==> src/rtl/ecall_service_unit_pkg.sv <==
// Shared definitions for the ecall service unit: service codes, FSM states and
// the fixed register index that read-integer results are written to.
package ecall_service_unit_pkg;

    localparam logic [31:0] SVC_PRINT_INT = 32'd1;
    localparam logic [31:0] SVC_READ_INT  = 32'd5;
    localparam logic [31:0] SVC_EXIT      = 32'd10;

    localparam logic [4:0]  A0_IDX        = 5'd10;

    typedef enum logic [2:0] {
        IDLE       = 3'd0,
        WAIT_PRESS = 3'd1,
        WRITEBACK  = 3'd2,
        DONE       = 3'd3,
        HALT       = 3'd4
    } state_t;

endpackage

==> src/rtl/ecall_service_unit_debounce.sv <==
// Confirm-button conditioner: two-flop synchroniser followed by a saturating
// stability counter that only moves the accepted level after a run of samples.
module button_debounce #(
    parameter int DEBOUNCE_CYCLES = 1000000
) (
    input  logic clk,
    input  logic rst,
    input  logic btn_raw,
    output logic btn_level
);

    localparam int CW = (DEBOUNCE_CYCLES > 1) ? $clog2(DEBOUNCE_CYCLES) : 1;
    localparam logic [CW-1:0] CNT_MAX = CW'(DEBOUNCE_CYCLES - 1);

    logic          sync1_r;
    logic          sync2_r;
    logic [CW-1:0] cnt_r;
    logic          level_r;

    // Synchronise the asynchronous button into the clock domain.
    always_ff @(posedge clk) begin
        if (rst) begin
            sync1_r <= 1'b0;
            sync2_r <= 1'b0;
        end else begin
            sync1_r <= btn_raw;
            sync2_r <= sync1_r;
        end
    end

    // Count consecutive samples disagreeing with the accepted level; any agreeing sample restarts the run.
    always_ff @(posedge clk) begin
        if (rst) begin
            cnt_r   <= '0;
            level_r <= 1'b0;
        end else if (sync2_r == level_r) begin
            cnt_r   <= '0;
            level_r <= level_r;
        end else if (cnt_r == CNT_MAX) begin
            cnt_r   <= cnt_r;
            level_r <= sync2_r;
        end else begin
            cnt_r   <= cnt_r + CW'(1);
            level_r <= level_r;
        end
    end

    assign btn_level = level_r;

endmodule

==> src/rtl/ecall_service_unit.sv <==
// Environment-call sequencer: freezes the core while servicing print, read and
// exit requests, and overrides the register-file write port for read results.
module ecall_service_unit
    import ecall_service_unit_pkg::*;
#(
    parameter int SW_WIDTH        = 16,
    parameter int DEBOUNCE_CYCLES = 1000000
) (
    input  logic                clk,
    input  logic                rst,
    input  logic                ecall,
    input  logic [31:0]         a7_val,
    input  logic [31:0]         a0_val,
    input  logic [SW_WIDTH-1:0] switches,
    input  logic                confirm_btn,
    output logic                stall,
    output logic                rf_wr_en,
    output logic [4:0]          rf_wr_sel,
    output logic [31:0]         rf_wr_data,
    output logic [31:0]         display_value,
    output logic                display_valid,
    output logic                halted
);

    state_t      state_r;
    state_t      next_state_s;
    logic        stall_s;
    logic        do_print_s;
    logic        do_capture_s;
    logic        btn_level_s;
    logic        btn_prev_r;
    logic        btn_rise_s;
    logic [31:0] rf_wr_data_r;
    logic [31:0] display_value_r;
    logic        display_valid_r;

    button_debounce #(
        .DEBOUNCE_CYCLES(DEBOUNCE_CYCLES)
    ) u_debounce (
        .clk      (clk),
        .rst      (rst),
        .btn_raw  (confirm_btn),
        .btn_level(btn_level_s)
    );

    // A level already high when the read starts has btn_prev_r high too, so it never counts as a press.
    assign btn_rise_s = btn_level_s & ~btn_prev_r;

    // State register and debounced-level history.
    always_ff @(posedge clk) begin
        if (rst) begin
            state_r    <= IDLE;
            btn_prev_r <= 1'b0;
        end else begin
            state_r    <= next_state_s;
            btn_prev_r <= btn_level_s;
        end
    end

    // Next-state decode and stall generation.
    always_comb begin
        next_state_s = state_r;
        stall_s      = 1'b0;
        do_print_s   = 1'b0;
        do_capture_s = 1'b0;
        case (state_r)
            IDLE: begin
                stall_s = ecall;
                if (ecall) begin
                    if (a7_val == SVC_PRINT_INT) begin
                        do_print_s   = 1'b1;
                        next_state_s = DONE;
                    end else if (a7_val == SVC_READ_INT) begin
                        next_state_s = WAIT_PRESS;
                    end else if (a7_val == SVC_EXIT) begin
                        next_state_s = HALT;
                    end else begin
                        next_state_s = DONE;
                    end
                end else begin
                    next_state_s = IDLE;
                end
            end
            WAIT_PRESS: begin
                stall_s = 1'b1;
                if (btn_rise_s) begin
                    do_capture_s = 1'b1;
                    next_state_s = WRITEBACK;
                end else begin
                    next_state_s = WAIT_PRESS;
                end
            end
            WRITEBACK: begin
                stall_s      = 1'b1;
                next_state_s = DONE;
            end
            DONE: begin
                stall_s      = 1'b0;
                next_state_s = IDLE;
            end
            HALT: begin
                stall_s      = 1'b1;
                next_state_s = HALT;
            end
            default: begin
                stall_s      = 1'b0;
                next_state_s = IDLE;
            end
        endcase
    end

    // Display and read-result registers.
    always_ff @(posedge clk) begin
        if (rst) begin
            display_value_r <= 32'd0;
            display_valid_r <= 1'b0;
            rf_wr_data_r    <= 32'd0;
        end else begin
            if (do_print_s) begin
                display_value_r <= a0_val;
                display_valid_r <= 1'b1;
            end else begin
                display_value_r <= display_value_r;
                display_valid_r <= display_valid_r;
            end
            if (do_capture_s) begin
                rf_wr_data_r <= 32'(switches);
            end else begin
                rf_wr_data_r <= rf_wr_data_r;
            end
        end
    end

    assign stall         = stall_s;
    assign rf_wr_en      = (state_r == WRITEBACK);
    assign rf_wr_sel     = A0_IDX;
    assign rf_wr_data    = rf_wr_data_r;
    assign display_value = display_value_r;
    assign display_valid = display_valid_r;
    assign halted        = (state_r == HALT);

endmodule
==> config.mk <==
export PLATFORM = sky130hd
export DESIGN_NAME = ecall_service_unit
export DESIGN_NICKNAME = d
export VERILOG_FILES = /design/src/rtl/ecall_service_unit_pkg.sv /design/src/rtl/ecall_service_unit_debounce.sv /design/src/rtl/ecall_service_unit.sv
export SDC_FILE = /design/constraint.sdc
export NUM_CORES = 1
export LEC_CHECK = 0
export CORE_MARGIN = 5
export CORE_UTILIZATION = 45
export CTS_BUF_LIST = sky130_fd_sc_hd__clkbuf_8
export DETAILED_ROUTE_END_ITERATION = 10
export PLACE_DENSITY = 0.85
export SYNTH_ARGS = -nofsm -noshare
export SYNTH_HDL_FRONTEND = slang
export SYNTH_SLANG_ARGS = --single-unit
==> constraint.sdc <==
create_clock -name clk -period 3.7 [get_ports clk]
set_clock_uncertainty 0.15 [all_clocks]
set_input_delay 0.74 -clock clk [delete_from_list [all_inputs] [get_ports clk]]
set_output_delay 0.74 -clock clk [all_outputs]
set_load 0.05 [all_outputs]
-- Word level (Yosys, flattened, before mapping)
Index checks and enable logic that the tools add are counted.
- flip-flop bits (word level): 76
- input port bits: 84
- output and inout bits: 73
- logic and storage cells: 37
- eq/ne operators: 8
- mux-type cells: 12
- add/subtract/negate cells: 1
- reductions and logical operators: 4
- bitwise logic cells: 3
- operators by type and width (cell ; count):
    32-bit by 1-bit == test with 1-bit output, second input constant ; 1
    32-bit by 3-bit == test with 1-bit output, second input constant ; 1
    32-bit by 4-bit == test with 1-bit output, second input constant ; 1
    20-bit by 1-bit adder with 20-bit output, second input constant ; 1
    20-bit == test, second input constant ; 1
    3-bit two-way mux ; 4
    3-bit case mux with 4 select lines ; 1
    1-bit two-way mux ; 5
    3-bit by 1-bit == test with 1-bit output, second input constant ; 1
    3-bit by 2-bit == test with 1-bit output, second input constant ; 1
    3-bit == test, second input constant ; 1
    3-bit logical NOT ; 1
    3-bit OR reduction ; 1
    2-bit two-way mux ; 1
    1-bit inverter ; 2
    1-bit case mux with 2 select lines ; 1
    2-bit AND reduction ; 1
    2-bit OR reduction ; 1
    1-bit bitwise AND ; 1
    1-bit == test ; 1

-- Longest topological paths before layout
- depth after elaboration: 6
- gate-level depth with buffers: 7
- depth with buffers taken out: 5

-- By module
A second synthesis with hierarchy kept.
- cells, all modules: 375
- area total of the unflattened synthesis: 3633.5 µm²
- by module, submodules not included (module ; instances ; area each (µm²) ; seq. area each (µm²) ; cells an instance):
    ecall_service_unit ; 1 ; 2544.9 ; 1061.0 ; 255
    button_debounce ; 1 ; 1088.5 ; 460.4 ; 120

-- Worst setup path before layout
Ideal clock, no wire load.
- path type: input-to-output
- start point: in ecall
- end point: out stall
- cell stages on the path: 2
- data arrival time: 2.019 ns
- path buffers: 0
- slack: 0.791 ns
- path through: nor2_1 a221oi_1
- word-level cells in the longest chain between the ends: 1
- ends and longest elaborated chain (element ; RTL line ; RTL):
    start, declared ; ecall_service_unit.sv:11 ; input logic ecall,
    1-bit case mux with 2 select lines ; ecall_service_unit.sv:66 ; case (state_r)
    end, declared ; ecall_service_unit.sv:16 ; output logic stall,
No other way between the ends.

-- Final worst setup path
- start point: reg state_r[2]
- end point: out rf_wr_en
- word-level cells in the longest chain between the ends: 1
- ends and longest elaborated chain (element ; RTL line ; RTL):
    start, declared ; ecall_service_unit.sv:25 ; state_t state_r;
    start signal, assigned ; ecall_service_unit.sv:55 ; state_r <= next_state_s;
    3-bit by 2-bit == test with 1-bit output ; ecall_service_unit.sv:135 ; assign rf_wr_en = (state_r == WRITEBACK);
    end, declared ; ecall_service_unit.sv:17 ; output logic rf_wr_en,
No other way between the ends.

==> summary.txt <==
Outcome
  – Status: finished clean

Power
  – Peak supply drop: roughly 0.18 mV
  – Pwr Total: between 1.5 and 2 mW
  – Pwr per Cell Area: between 300 and 400 nW/um^2
  – Reported leakage power: around 1.6 nW

CTS
  – Num Clock Sinks: 76
  – CTS tree: done
  – Num CTS Buffers: 9
  – Root Buffer Master: clkbuf_8
  – Post-CTS sizing: 0
  – CTS H-tree depth: 3
  – Worst skew pair latency: between 300 and 400 ps
  – Longest Clk Path Bufs: 2
  – Clk pin slew, worst setup/hold paths: around 70 ps
  – CTS hold repair buffers: 0
  – Post-CTS setup buffers: 0

Placed design
  – Final HPWL DP: 7810 um
  – Placed Instances: about 640
  – Routability cong.: 0.921
  – Worst slack, placed: roughly 760 ps
  – Port Buffer Count: around 140
  – Placed cell area: just under 5000 um^2

Flow run
  – Max-cap viol count: 0

Finish
  – Final nets: between 600 and 700
  – Fin util: 0.658
  – Area delta synth->final: 42.6%
  – Proportion of layout cells with a drive suffix above 1: 0.0564
  – Finished Layout Cells: about 650
  – Final instance area: between 5000 and 6000 um^2
  – Number of diodes: 0

STA
  – Tcrit/Tclk final: 0.793
  – RSZ-0062 raised after global routing: no
  – Final setup TNS: 0 ps
  – Worst slew margin: 0.173
  – Min Tclk post-route: about 2900 ps
  – Final setup fails: 0
  – Setup ws final: about 770 ps
  – Max Slew Vio Count: 0
  – Achievable Freq: between 300 and 400 MHz
  – Slew @ Worst Pin: approximately 1200 ps
  – Hold Slack: ~300 ps
  – Final Hold Fails: 0

Floorplan
  – # IOs: ~160
  – Die width: between 90 and 100 um
  – Die H: ~100 um
  – Starting Density: 0.461
  – CORE AREA: between 7000 and 8000 um^2
  – # rows: 32
  – Die ar.: about 9800 um^2

Logic synthesis
  – Synth area leaders: dfxtp_1 (43%), a21oi_1 (8.7%), o31ai_1 (7.6%)
  – Post-synth EDFFs: 0
  – Post-synth top cells: dfxtp_1 (76), a21oi_1 (62), nand2_1 (45)
  – Area share of the largest cell type after synthesis: 0.427
  – Count leader, synth: dfxtp_1
  – Post-synthesis cell count: 430
  – YS warnings: 0
  – #FFs+latches synth: between 70 and 80
  – Post-synthesis sequential area ratio: 0.427
  – Asr flop ratio synth: 0
  – Cell variety after synth: 42
  – Post-Syn Area: 3560 um^2
  – Synthesized area per cell: slightly above 8 um^2
  – Ys flop type: dfxtp_1
  – Synth area leader: dfxtp_1

Detailed routing
  – Vias per Instance: 5.63
  – WL per Instance: 16.4 um
  – # DRC: 0
  – Detailed-route wire length: roughly 11000 um
  – Initial DRT Pass Iterations: 4
  – Antenna-violating nets left: 0
  – Drt initial violations: between 100 and 150
  – DR vias: 3673

Setup path
  – Worst path slowest cell: clkdlybuf4s50_1
  – Crit path kind: flip-flop to output pin
  – CP Data Required Time: between 2000 and 3000 ps
  – Worst Setup Start Kind: flip-flop
  – Buf/Inv on CP: 1
  – Critical path fanouts, max: 9
  – Data arrival, critical path: 2040 ps
  – CP delay by family, top: buffers and inverters
  – Cell Chain, Critical Path: nor2_1, and2_1, clkdlybuf4s50_1
  – CP peak stage delay: ~840 ps
  – CP Capture Type: output pin

Global routing
  – Gr usage total: 0.210
  – Grt ovf: 0
  – First-pass GRT wire length: roughly 17000 um
  – Vias in the first global route: 3618
  – Initial antenna violation count: 0
  – Largest net degree at the start of global routing: 59

Worst hold path
  – Hold crit path type: flip-flop to flip-flop
-- sequential cells by signal (all words and copies together) (netlist names) --
| signal | count |
|---|---|
| state_r | 3 |
| display_valid | 1 |
| display_value | 32 |
| u_debounce.btn_level | 1 |
| u_debounce.sync2_r | 1 |
| u_debounce.cnt_r | 20 |
| rf_wr_data | 16 |
| u_debounce.sync1_r | 1 |
| btn_prev_r | 1 |
-- cells in the final DEF, fill, tap and decap left out, types with 9 or more instances in the layout --
cell type        count
buf_4                9
clkdlybuf4s50_1    133
nor2_1              10
o21ai_0             11
nand2_1             45
o31ai_1             36
conb_1              21
nor4_1              10
clkbuf_8            11
a21oi_1             62
dfxtp_1             76
nand4_1             36
-- report_power, final --
part	total (mW)	switching, mW	leakage [nW]	internal [mW]
Combinational	0.227	0.126	0.873	0.101
Clock	0.640	0.297	0.105	0.343
Sequential	0.831	0.00923	0.613	0.821
Total	1.70	0.431	1.59	1.27
-- path summary, 6_finish.rpt --
path                             from                   to  slack, ps  cells after the start
setup / recovery           state_r[2]             rf_wr_en        770                      3
hold / removal     u_debounce.sync1_r   u_debounce.sync2_r        300                      1
setup reg to reg  u_debounce.cnt_r[9]  u_debounce.cnt_r[0]       1060                      4
hold reg to reg    u_debounce.sync1_r   u_debounce.sync2_r        300                      1
-- layout make-up --
cell class              instances  area (um^2)
clock buffers                  11          151
clock inverters                 4         48.8
inverters                       5         18.8
multi-input cells             311         1810
fillers                       617         2650
repair buffers                143         1400
flip-flops and latches         76         1520
well taps                     102          128
-- cell families (layout without fill, tap and decap cells) --
group | Yosys count | count (layout) | share of synthesized area
AND/OR/NAND/NOR | 158 | 158 | 0.248
XOR/XNOR | 7 | 7 | 0.0172
buffers and inverters | 62 | 163 | 0.0888
other | 2 | 21 | 0.00211
AO/OA/AOI/OAI | 122 | 122 | 0.208
adder cells (fa/ha/maj) | 2 | 2 | 0.00632
multiplexers | 1 | 1 | 0.00281
flip-flops | 76 | 76 | 0.427
-- metal layers --
metal,part of all wire,up-vias,global-route usage,routed length [um]
met2,0.49,171,0.364,5280
met3,0.11,23,0.0878,1140
met5,0,-,0,0
met4,0.023,0,0.0819,249
li1,-,1779,-,-
met1,0.38,1700,0.228,4020
No activity file was read; power rests on OpenSTA's default activity.
